## src/rtl/filter_serializer_pkg.sv

```systemverilog
// Shared types for the filter_serializer block: FSM state encoding and width limit.
package filter_serializer_pkg;

    localparam int DATA_W_MAX = 32;

    typedef enum logic [1:0] {
        ST_IDLE,
        ST_SHIFT,
        ST_PARITY
    } state_e;

endpackage

```

## src/rtl/filter_serializer_if.sv

```systemverilog
// Word handshake and serial output bundle between the decimation filter and the serializer.
interface filter_serializer_if #(
    parameter int DATA_W = 12
);
    logic              in_valid;
    logic [DATA_W-1:0] in_data;
    logic              in_ready;
    logic              msb_first;
    logic              bit_tick;
    logic              sdo;
    logic              frame;
    logic              done;

    modport master (
        output in_valid, in_data, msb_first, bit_tick,
        input  in_ready, sdo, frame, done
    );

    modport slave (
        input  in_valid, in_data, msb_first, bit_tick,
        output in_ready, sdo, frame, done
    );
endinterface

```

## src/rtl/filter_serializer_hold.sv

```systemverilog
// One-entry holding register in front of the shifter; ready depends only on the registered flag.
module filter_serializer_hold #(
    parameter int DATA_W = 12
) (
    input  logic              clk,
    input  logic              rst_n,
    input  logic              valid_i,
    input  logic [DATA_W-1:0] data_i,
    input  logic              drain_i,
    output logic              ready_o,
    output logic [DATA_W-1:0] data_o,
    output logic              valid_o
);
    logic [DATA_W-1:0] hold_q, hold_d;
    logic              hold_v_q, hold_v_d;

    assign ready_o = rst_n && !hold_v_q;
    assign data_o  = hold_q;
    assign valid_o = hold_v_q;

    always_comb begin
        hold_d   = hold_q;
        hold_v_d = hold_v_q;
        if (drain_i) begin
            hold_v_d = 1'b0;
        end
        // An accept lands after any drain in the same cycle, so the new word is never lost.
        if (valid_i && ready_o) begin
            hold_d   = data_i;
            hold_v_d = 1'b1;
        end
    end

    always_ff @(posedge clk) begin
        if (!rst_n) begin
            hold_q   <= '0;
            hold_v_q <= 1'b0;
        end else begin
            hold_q   <= hold_d;
            hold_v_q <= hold_v_d;
        end
    end
endmodule

```

## src/rtl/filter_serializer.sv

```systemverilog
// Word-to-bit serializer with holding register, selectable bit order and frame strobe.
// Optional trailing even-parity bit when FILTER_SERIALIZER_PARITY_EN is defined.
module filter_serializer
    import filter_serializer_pkg::*;
#(
    parameter int DATA_W = 12,
    parameter int CNT_W  = $clog2(DATA_W + 1)
) (
    input  logic                 clk,
    input  logic                 rst_n,
    filter_serializer_if.slave   bus
);
    if (DATA_W < 2 || DATA_W > DATA_W_MAX) begin : g_bad_width
        $error("filter_serializer: DATA_W out of range");
    end

    localparam logic [CNT_W-1:0] LAST_BIT = CNT_W'(DATA_W - 1);

    state_e            state_q, state_d;
    logic [DATA_W-1:0] sh_q, sh_d;
    logic              ord_q, ord_d;
    logic [CNT_W-1:0]  cnt_q, cnt_d;
    logic              sdo_q, sdo_d;
    logic              frame_q, frame_d;
    logic              done_q, done_d;
    logic [DATA_W-1:0] hold_data;
    logic              hold_v;
    logic              reload;
`ifdef FILTER_SERIALIZER_PARITY_EN
    logic              par_q, par_d;
`endif

    filter_serializer_hold #(.DATA_W(DATA_W)) u_hold (
        .clk     (clk),
        .rst_n   (rst_n),
        .valid_i (bus.in_valid),
        .data_i  (bus.in_data),
        .drain_i (reload),
        .ready_o (bus.in_ready),
        .data_o  (hold_data),
        .valid_o (hold_v)
    );

    always_comb begin
        state_d = state_q;
        sh_d    = sh_q;
        ord_d   = ord_q;
        cnt_d   = cnt_q;
        done_d  = 1'b0;
        reload  = 1'b0;
`ifdef FILTER_SERIALIZER_PARITY_EN
        par_d   = par_q;
`endif
        case (state_q)
            ST_IDLE: begin
                reload = hold_v;
            end
            ST_SHIFT: begin
                if (bus.bit_tick) begin
                    sh_d  = ord_q ? {sh_q[DATA_W-2:0], 1'b0} : {1'b0, sh_q[DATA_W-1:1]};
                    cnt_d = cnt_q + 1'b1;
                    if (cnt_q == LAST_BIT) begin
`ifdef FILTER_SERIALIZER_PARITY_EN
                        state_d = ST_PARITY;
`else
                        done_d  = 1'b1;
                        reload  = hold_v;
                        state_d = ST_IDLE;
`endif
                    end
                end
            end
            ST_PARITY: begin
`ifdef FILTER_SERIALIZER_PARITY_EN
                if (bus.bit_tick) begin
                    done_d  = 1'b1;
                    reload  = hold_v;
                    state_d = ST_IDLE;
                end
`else
                state_d = ST_IDLE;
`endif
            end
            default: state_d = ST_IDLE;
        endcase

        if (reload) begin
            sh_d    = hold_data;
            ord_d   = bus.msb_first;
            cnt_d   = '0;
            state_d = ST_SHIFT;
`ifdef FILTER_SERIALIZER_PARITY_EN
            par_d   = ^hold_data;
`endif
        end

        // Outputs are derived from next-state values so they can be registered without a cycle of lag.
        frame_d = (state_d != ST_IDLE);
        case (state_d)
            ST_SHIFT:  sdo_d = ord_d ? sh_d[DATA_W-1] : sh_d[0];
`ifdef FILTER_SERIALIZER_PARITY_EN
            ST_PARITY: sdo_d = par_d;
`endif
            default:   sdo_d = 1'b0;
        endcase
    end

    always_ff @(posedge clk) begin
        if (!rst_n) begin
            state_q <= ST_IDLE;
            sh_q    <= '0;
            ord_q   <= 1'b0;
            cnt_q   <= '0;
            sdo_q   <= 1'b0;
            frame_q <= 1'b0;
            done_q  <= 1'b0;
`ifdef FILTER_SERIALIZER_PARITY_EN
            par_q   <= 1'b0;
`endif
        end else begin
            state_q <= state_d;
            sh_q    <= sh_d;
            ord_q   <= ord_d;
            cnt_q   <= cnt_d;
            sdo_q   <= sdo_d;
            frame_q <= frame_d;
            done_q  <= done_d;
`ifdef FILTER_SERIALIZER_PARITY_EN
            par_q   <= par_d;
`endif
        end
    end

    assign bus.sdo   = sdo_q;
    assign bus.frame = frame_q;
    assign bus.done  = done_q;
endmodule

```

## src/flat_wrapper.sv

```systemverilog
// flat-port wrapper written by rule: the top's interface ports become plain ports
module filter_serializer_flat import filter_serializer_pkg::*;
#(
    parameter int DATA_W = 12,
    parameter int CNT_W  = $clog2(DATA_W + 1)
)
  (clk, rst_n, bus_in_valid, bus_in_data, bus_msb_first, bus_bit_tick, bus_in_ready, bus_sdo, bus_frame, bus_done);
  filter_serializer_if #(.DATA_W(DATA_W)) bus_i ();
  input  logic clk;
  input  logic rst_n;
  input wire logic [$bits(bus_i.in_valid)-1:0] bus_in_valid;
  input wire logic [$bits(bus_i.in_data)-1:0] bus_in_data;
  input wire logic [$bits(bus_i.msb_first)-1:0] bus_msb_first;
  input wire logic [$bits(bus_i.bit_tick)-1:0] bus_bit_tick;
  output wire logic [$bits(bus_i.in_ready)-1:0] bus_in_ready;
  output wire logic [$bits(bus_i.sdo)-1:0] bus_sdo;
  output wire logic [$bits(bus_i.frame)-1:0] bus_frame;
  output wire logic [$bits(bus_i.done)-1:0] bus_done;
  assign bus_i.in_valid = bus_in_valid;
  assign bus_i.in_data = bus_in_data;
  assign bus_i.msb_first = bus_msb_first;
  assign bus_i.bit_tick = bus_bit_tick;
  assign bus_in_ready = bus_i.in_ready;
  assign bus_sdo = bus_i.sdo;
  assign bus_frame = bus_i.frame;
  assign bus_done = bus_i.done;
  filter_serializer #(.DATA_W(DATA_W), .CNT_W(CNT_W)) u_core (.clk(clk), .rst_n(rst_n), .bus(bus_i));
endmodule
```

## config.mk

```make
export PLATFORM = sky130hd
export DESIGN_NAME = filter_serializer_flat
export DESIGN_NICKNAME = d
export VERILOG_FILES = /design/src/rtl/filter_serializer_pkg.sv /design/src/rtl/filter_serializer_if.sv /design/src/rtl/filter_serializer_hold.sv /design/src/rtl/filter_serializer.sv /design/src/flat_wrapper.sv
export SDC_FILE = /design/constraint.sdc
export NUM_CORES = 1
export LEC_CHECK = 0
export ABC_AREA = 1
export CELL_PAD_IN_SITES_DETAIL_PLACEMENT = 1
export CELL_PAD_IN_SITES_GLOBAL_PLACEMENT = 1
export CORE_ASPECT_RATIO = 1.2
export CORE_MARGIN = 5
export CORE_UTILIZATION = 41
export DETAILED_ROUTE_END_ITERATION = 10
export GPL_ROUTABILITY_DRIVEN = 0
export PLACE_DENSITY = 0.86
export SKIP_LAST_GASP = 1
export SLEW_MARGIN = 20
export SYNTH_ARGS = -nofsm -noshare
export SYNTH_HDL_FRONTEND = slang
export SYNTH_SLANG_ARGS = --single-unit
```

## constraint.sdc

```tcl
create_clock -name clk -period 4.2 [get_ports clk]
set_clock_uncertainty 0.1 [all_clocks]
set_input_delay 0.63 -clock clk [delete_from_list [all_inputs] [get_ports clk]]
set_output_delay 0.63 -clock clk [all_outputs]
set_load 0.005 [all_outputs]
```

==> results of run 1 <==
## metal layers
| layer | share of wire | global-route usage | routed length, um |
|---|---|---|---|
| met3 | 0.039 | 0.0395 | 145 |
| met5 | 0 | 0 | 0 |
| met1 | 0.46 | 0.198 | 1690 |
| met4 | 0.022 | 0.0732 | 80 |
| met2 | 0.48 | 0.267 | 1790 |
## area by class of cell
class                   instances  area [um2]  share of cell area
repair buffers                 20         200               0.108
inverters                      13        48.8              0.0264
flip-flops and latches         35         701               0.379
well taps                      52        65.1              0.0352
clock buffers                   6        82.6              0.0447
clock inverters                 1        5.00             0.00271
multi-input cells             153         746               0.404
## worst reg2reg max path, stage by stage (launching register included)
cell                      delay (ps)
sky130_fd_sc_hd__dfxtp_1         330
sky130_fd_sc_hd__inv_1            90
sky130_fd_sc_hd__nand3_2         150
sky130_fd_sc_hd__inv_2           280
sky130_fd_sc_hd__nand2_2         110
sky130_fd_sc_hd__nand2_2         100
sky130_fd_sc_hd__nand2_2         260
sky130_fd_sc_hd__nand2_1         300
sky130_fd_sc_hd__o21ai_0         110
## flip-flops by register name (all words and copies together) (netlist names)
name,cells
u_core.sh_q,12
u_core.bus.frame,1
u_core.u_hold.data_o,12
u_core.bus.done,1
u_core.cnt_q,4
u_core.ord_q,1
u_core.state_q,2
u_core.bus.sdo,1
u_core.u_hold.valid_o,1
## kinds of logic (layout without fill, tap and decap cells)
kind of cell / after synthesis / in the layout / synth area share
DFF: 35 / 35 / 0.454
AOI/OAI and AO/OA: 38 / 38 / 0.149
buffers and inverters: 22 / 40 / 0.0624
xor gates and xnor gates: 2 / 2 / 0.0114
and+or+nand+nor: 111 / 111 / 0.312
other: 1 / 1 / 0.00243
adders and majority gates: 1 / 1 / 0.00811
## synthesized netlist by cell type
library cell	instances
sky130_fd_sc_hd__dfxtp_1	35
sky130_fd_sc_hd__nand4_1	2
sky130_fd_sc_hd__or2_2	9
sky130_fd_sc_hd__inv_2	1
sky130_fd_sc_hd__nor2_2	1
sky130_fd_sc_hd__inv_1	12
sky130_fd_sc_hd__nand3_1	17
sky130_fd_sc_hd__xor2_1	2
sky130_fd_sc_hd__nor2_1	11
sky130_fd_sc_hd__nand2_2	3
sky130_fd_sc_hd__buf_1	2
sky130_fd_sc_hd__conb_1	1
sky130_fd_sc_hd__nand2_1	67
sky130_fd_sc_hd__o21ai_0	2
sky130_fd_sc_hd__o211ai_1	10
sky130_fd_sc_hd__ha_1	1
sky130_fd_sc_hd__clkbuf_1	3
sky130_fd_sc_hd__o21ai_2	2
sky130_fd_sc_hd__nand3_2	1
sky130_fd_sc_hd__a21oi_1	14
sky130_fd_sc_hd__o21ai_1	8
sky130_fd_sc_hd__buf_2	2
sky130_fd_sc_hd__buf_6	1
sky130_fd_sc_hd__buf_4	1
sky130_fd_sc_hd__a21oi_2	2
## power breakdown
group          switching (mW)  total (mW)  internal, mW
logic                  0.0515      0.0934        0.0419
registers              0.0176       0.372         0.355
clock network           0.120       0.248         0.129
total                   0.189       0.714         0.525
## worst paths after layout
check                                               from                       end  slack [ps]  depth (start not counted)
worst min register to register  u_core.u_hold.data_o[11]  u_core.u_hold.data_o[11]         370                          2
worst max-delay path                               rst_n              bus_in_ready         910                          4
worst max register to register         u_core.state_q[1]     u_core.u_hold.valid_o        2230                          8
worst min-delay path            u_core.u_hold.data_o[11]  u_core.u_hold.data_o[11]         370                          2
## metrics by stage
step	power, mW	util	cell area [um2]
floorplan	0.437	-	1540
global placement	0.468	0.485	1760
detailed placement	0.472	0.485	1760
CTS	0.721	0.509	1850
global route	0.748	0.509	1850
finish	0.714	0.509	1850
==> summary.md, run 1 <==
| Metric | Value |
|---|---|
| Pins over their slew limit | `0` |
| Dpl hpwl | `2.62 mm` |
| H-Tree Level Count | `2` |
| Iteration-0 DRC Markers | `44` |
| Clock tree from TritonCTS | `built` |
| Via-to-Cell Ratio | `5.01` |
| Final worst-path setup slack | `slightly above 900 ps` |
| Category of the worst setup path launch point | `input port` |
| Hold buffer count at CTS | `0` |
| Cell-by-cell listing of the critical path | `clkdlybuf4s50_1 > inv_1 > nor2_1 > clkdlybuf4s50_1` |
| Total number of yosys warnings | `0` |
| # diodes | `0` |
| Grt total ovfl | `0` |
| Highest-count cells in the layout ignoring fill and taps | `67 x sky130_fd_sc_hd__nand2_1, 35 x sky130_fd_sc_hd__dfxtp_1, 20 x sky130_fd_sc_hd__clkdlybuf4s50_1` |
| Wire length reported by the detailed router | `between 3 and 4 mm` |
| Setup repair bufs after CTS | `0` |
| Die Y | `between 70 and 80 um` |
| DRC errors left | `0` |
| Placed instance count | `273` |
| Worst slew margin relative to its limit | `0.649` |
| Fill cell count | `469` |
| First-pass GRT wire length | `roughly 6.4 mm` |
| Cell occurring most often along the worst timing path | `sky130_fd_sc_hd__clkdlybuf4s50_1` |
| Core Footprint | `about 3600 um2` |
| Status | `complete, no violations` |
| Total setup violations reported at the end of the flow | `0` |
| Relative area change from synthesis to final layout | `19.8%` |
| Maximum number of pins on one net before global-route repair | `24` |
| Most common cell after layout, fill and taps aside | `sky130_fd_sc_hd__nand2_1` |
| I/O pin total | `21` |
| Post-Synthesis Mean Instance Area | `between 7 and 8 um2` |
| Post-route insts no fill | `280` |
| Sink count of the clock tree | `35` |
| Synth area leaders | `sky130_fd_sc_hd__dfxtp_1 45%, sky130_fd_sc_hd__nand2_1 16%, sky130_fd_sc_hd__nand3_1 5.5%, sky130_fd_sc_hd__o211ai_1 4.9%, sky130_fd_sc_hd__a21oi_1 4.5%` |
| Fraction of layout instances using a drive strength above 1 | `0.114` |
| Leakage power summed over all cells | `0.839 nW` |
| Detailed-route wire length per cell | `13.2 um` |
| Worst slack, placed | `between 900 and 1000 ps` |
| Cell type group with the largest total delay on the critical path | `buffers and inverters` |
| Aggregate negative setup slack | `0 ps` |
| CP Capture Type | `primary output` |
| GRT Resource Usage Total | `0.163` |
| Floorplan die width | `about 66 um` |
| Initial standard-cell utilization of the core | `0.425` |
| Number of antenna violations at the first check in global routing | `0` |
| Cell type contributing the most total cell area after synthesis | `sky130_fd_sc_hd__dfxtp_1` |
| Fmax | `about 0.3 GHz` |
| Final Hold Fails | `0` |
| Mapped Cells | `210` |
| Library cells used by synthesis | `25` |
| Clock Path Buffers | `2` |
| Critical path arrival | `approximately 2600 ps` |
| Drt pass-1 iters | `4` |
| Antenna Violating Nets Remaining | `0` |
| Worst min path class | `register to register` |
| Final cycle utilization of the critical path | `0.784` |
| Max Fanout on Critical Path | `15` |
| TritonCTS Buffers | `5` |
| Via count of the first global-routing pass | `approximately 1.4k` |
| Largest vdd supply drop | `0.211 mV` |
| Class of the most critical setup path | `input port to primary output` |
| Number of resized instances in the post-cts repair step | `0` |
| Least-Margin Pin Slew | `approximately 530 ps` |
| Count of max-cap constraint violations | `0` |
| Clock period minus worst slack | `~3300 ps` |
| Synth Net Count | `~230` |
| Power per cell area | `about 390 nW/um2` |
| Minimum hold slack | `around 370 ps` |
| Critical path buffers and inverters | `3` |
| Total number of vias | `1404` |
| Post-CTS clock slew at the launch and capture registers of the worst setup and hold paths | `roughly 70 ps` |
| Share of the yosys chip area belonging to registers | `0.454` |
| Share of the synthesized area in the top cell type | `0.454` |
| Buffers added on ports | `20` |
| Number of nets in the layout | `~250` |
| Highest-delay cell along the critical path | `sky130_fd_sc_hd__clkdlybuf4s50_1` |
| Latest clock arrival within the worst-skew pair | `roughly 290 ps` |
| Cell area after synthesis | `about 1500 um2` |
| Unrepaired setup endpoints after global routing | `no` |
| Flip-flop and latch count after synthesis | `35` |
| Die ar. | `approximately 5100 um2` |
| Worst EP required | `between 3000 and 4000 ps` |
| Max incr delay on CP | `approximately 770 ps` |
| Cell at the root of the clock tree | `sky130_fd_sc_hd__clkbuf_8` |
| Placement row count | `24` |
Power figures use the tool's default switching activity.
==> run 2, diff against run 1 <==
--- a/config.mk
+++ b/config.mk
@@ -10,10 +10,10 @@
 export CELL_PAD_IN_SITES_GLOBAL_PLACEMENT = 1
 export CORE_ASPECT_RATIO = 1.2
 export CORE_MARGIN = 5
-export CORE_UTILIZATION = 41
+export CORE_UTILIZATION = 38
 export DETAILED_ROUTE_END_ITERATION = 10
 export GPL_ROUTABILITY_DRIVEN = 0
-export PLACE_DENSITY = 0.86
+export PLACE_DENSITY = 0.81
 export SKIP_LAST_GASP = 1
 export SLEW_MARGIN = 20
 export SYNTH_ARGS = -nofsm -noshare
==> constraint.sdc (replaced) <==
create_clock -name clk -period 3.13 [get_ports clk]
set_clock_uncertainty 0.1 [all_clocks]
set_input_delay 0.4695 -clock clk [delete_from_list [all_inputs] [get_ports clk]]
set_output_delay 0.4695 -clock clk [all_outputs]
set_load 0.005 [all_outputs]
==> summary.md, run 2 (synthesis results as in run 1) <==
| Metric | Value |
|---|---|
| Category of the worst setup path launch point | `input port` |
| I/O pin total | `21 (unchanged)` |
| Number of antenna violations at the first check in global routing | `0 (unchanged)` |
| Wire length reported by the detailed router | `3.62 mm (-2.1%)` |
| Fill cell count | `531 (+13%)` |
| Number of nets in the layout | `248 (+0.81%)` |
| Reg-to-Reg End | `u_core.u_hold.valid_o` |
| Cell at the root of the clock tree | `sky130_fd_sc_hd__clkbuf_8` |
| Die ar. | `5440 um2 (+6.8%)` |
| Final Hold Fails | `0 (unchanged)` |
| Fmax | `about 0.45 GHz` |
| Unrepaired setup endpoints after global routing | `no` |
| Power per cell area | `505 nW/um2 (+31%)` |
| Clock period minus worst slack | `roughly 2200 ps` |
| Floorplan die width | `68.2 um (+3.3%)` |
| Worst EP required | `2560 ps (-910 ps)` |
| Highest-count cells in the layout ignoring fill and taps | `67 x sky130_fd_sc_hd__nand2_1, 35 x sky130_fd_sc_hd__dfxtp_1, 20 x sky130_fd_sc_hd__clkdlybuf4s50_1` |
| Number of cell instances on the worst register-to-register path | `8 (unchanged)` |
| Reg-to-reg setup timing slack | `1200 ps (-1030 ps)` |
| Final Power | `941 uW (+32%)` |
| Hold buffer count at CTS | `0 (unchanged)` |
| TritonCTS Buffers | `5 (unchanged)` |
| Via-to-Cell Ratio | `4.85 (-3.2%)` |
| Worst slew margin relative to its limit | `0.655 (+0.00659)` |
| Max Fanout on Critical Path | `2 (-13)` |
| Maximum number of pins on one net before global-route repair | `24 (unchanged)` |
| CP Capture Type | `primary output` |
| Placement row count | `25 (+4.2%)` |
| Worst min path class | `register to register` |
| Leakage power summed over all cells | `0.843 nW (+0.45%)` |
| Class of the most critical setup path | `input port to primary output` |
| Clock tree from TritonCTS | `built` |
| Antenna Violating Nets Remaining | `0 (unchanged)` |
| Initial standard-cell utilization of the core | `0.391 (-0.0332)` |
| Startpoint of the worst register-to-register path | `u_core.cnt_q[0]` |
| H-Tree Level Count | `2 (unchanged)` |
| Final cycle utilization of the critical path | `0.711` |
| Number of resized instances in the post-cts repair step | `0 (unchanged)` |
| Dpl hpwl | `2.72 mm (+3.6%)` |
| Sink count of the clock tree | `35 (unchanged)` |
| Grt total ovfl | `0 (unchanged)` |
| Clock Path Buffers | `2 (unchanged)` |
| Fraction of layout instances using a drive strength above 1 | `0.121 (+0.00718)` |
| Largest vdd supply drop | `0.317 mV (+50%)` |
| Setup repair bufs after CTS | `0 (unchanged)` |
| # diodes | `0 (unchanged)` |
| Buffers added on ports | `20 (unchanged)` |
| Core Footprint | `3940 um2 (+8.5%)` |
| Worst hold path cell count | `2 (unchanged)` |
| Detailed-route wire length per cell | `12.7 um (-3.9%)` |
| Via count of the first global-routing pass | `1431 (+2.2%)` |
| Aggregate negative setup slack | `0 ps (unchanged)` |
| Total setup violations reported at the end of the flow | `0 (unchanged)` |
| Pins over their slew limit | `0 (unchanged)` |
| First-pass GRT wire length | `6.49 mm (+1.9%)` |
| Iteration-0 DRC Markers | `67 (+52%)` |
| Count of max-cap constraint violations | `0 (unchanged)` |
| Critical path arrival | `1660 ps (-900 ps)` |
| Status | `complete, no violations` |
| Drt pass-1 iters | `4 (unchanged)` |
| Origin of the worst min-delay path | `u_core.u_hold.data_o[1]` |
| Most common cell after layout, fill and taps aside | `sky130_fd_sc_hd__nand2_1` |
| DRC errors left | `0 (unchanged)` |
| Total number of vias | `1383 (-1.5%)` |
| GRT Resource Usage Total | `0.159 (-0.00325)` |
| Endpoint, Worst Hold | `u_core.u_hold.data_o[1]` |
| Relative area change from synthesis to final layout | `20.8%` |
| Least-Margin Pin Slew | `516 ps (-10.5 ps)` |
| Die Y | `79.8 um (+3.4%)` |
| Post-CTS clock slew at the launch and capture registers of the worst setup and hold paths | `70 ps (about the same)` |
| Latest clock arrival within the worst-skew pair | `290 ps (about the same)` |
-- run 2: cell types whose count changed in the layout (fill, tap and decap cells not counted) --
cell / delta
sky130_fd_sc_hd__clkbuf_8: -1
sky130_fd_sc_hd__clkbuf_1: +1
sky130_fd_sc_hd__clkinvlp_4: +1
sky130_fd_sc_hd__buf_4: +2
-- run 2: worst max path at each step --
stage                     from               endpoint  slack (ps)  cells after the start
3_3_place_gp      bus_bit_tick  u_core.u_hold.valid_o         680                      8
5_1_grt           bus_bit_tick  u_core.u_hold.valid_o         730                      8
2_1_floorplan  u_core.cnt_q[0]         u_core.sh_q[2]        1610                      9
3_5_place_dp      bus_bit_tick  u_core.u_hold.valid_o         630                      8
4_1_cts                  rst_n           bus_in_ready         880                      4
6_report                 rst_n           bus_in_ready         900                      4
-- run 2: per-layer routing --
metal	routed length [um]	up-vias	share of wire	track usage
met2	1790	22	0.49	0.274
met5	0	-	0	0
met1	1650	631	0.45	0.185
met4	62	0	0.017	0.0636
met3	119	6	0.033	0.0380
li1	-	724	-	-
-- run 2: worst max-delay path, cell delays in order --
cell and delay (ps):
sky130_fd_sc_hd__clkdlybuf4s50_1 480, sky130_fd_sc_hd__inv_1 60, sky130_fd_sc_hd__nor2_1 120, sky130_fd_sc_hd__clkdlybuf4s50_1 530
-- run 2: layout make-up --
cell class / instances / area (um2) / area share
Clock buffer: 6 / 72.6 / 0.0390
Clock inverter: 2 / 12.5 / 0.00672
Inverter: 13 / 48.8 / 0.0262
Multi-Input combinational cell: 153 / 746 / 0.400
Sequential cell: 35 / 701 / 0.376
Tap cell: 54 / 67.6 / 0.0363
Timing Repair Buffer: 22 / 215 / 0.116
-- run 2: through the flow --
stage	utilization	setup WS, ps	instances	area, um2	hold WS (ps)
4_1_cts	0.473	884	285	1860	372
5_1_grt	0.473	734	285	1860	400
2_1_floorplan	-	1610	210	1540	330
3_5_place_dp	0.451	630	277	1780	362
6_report	0.473	903	285	1860	367
3_3_place_gp	0.451	680	277	1780	357
-- run 2: where the power goes --
group / internal (mW) / switching, mW
Sequential: 0.476 / 0.0225
Combinational: 0.0579 / 0.0691
Clock: 0.155 / 0.160
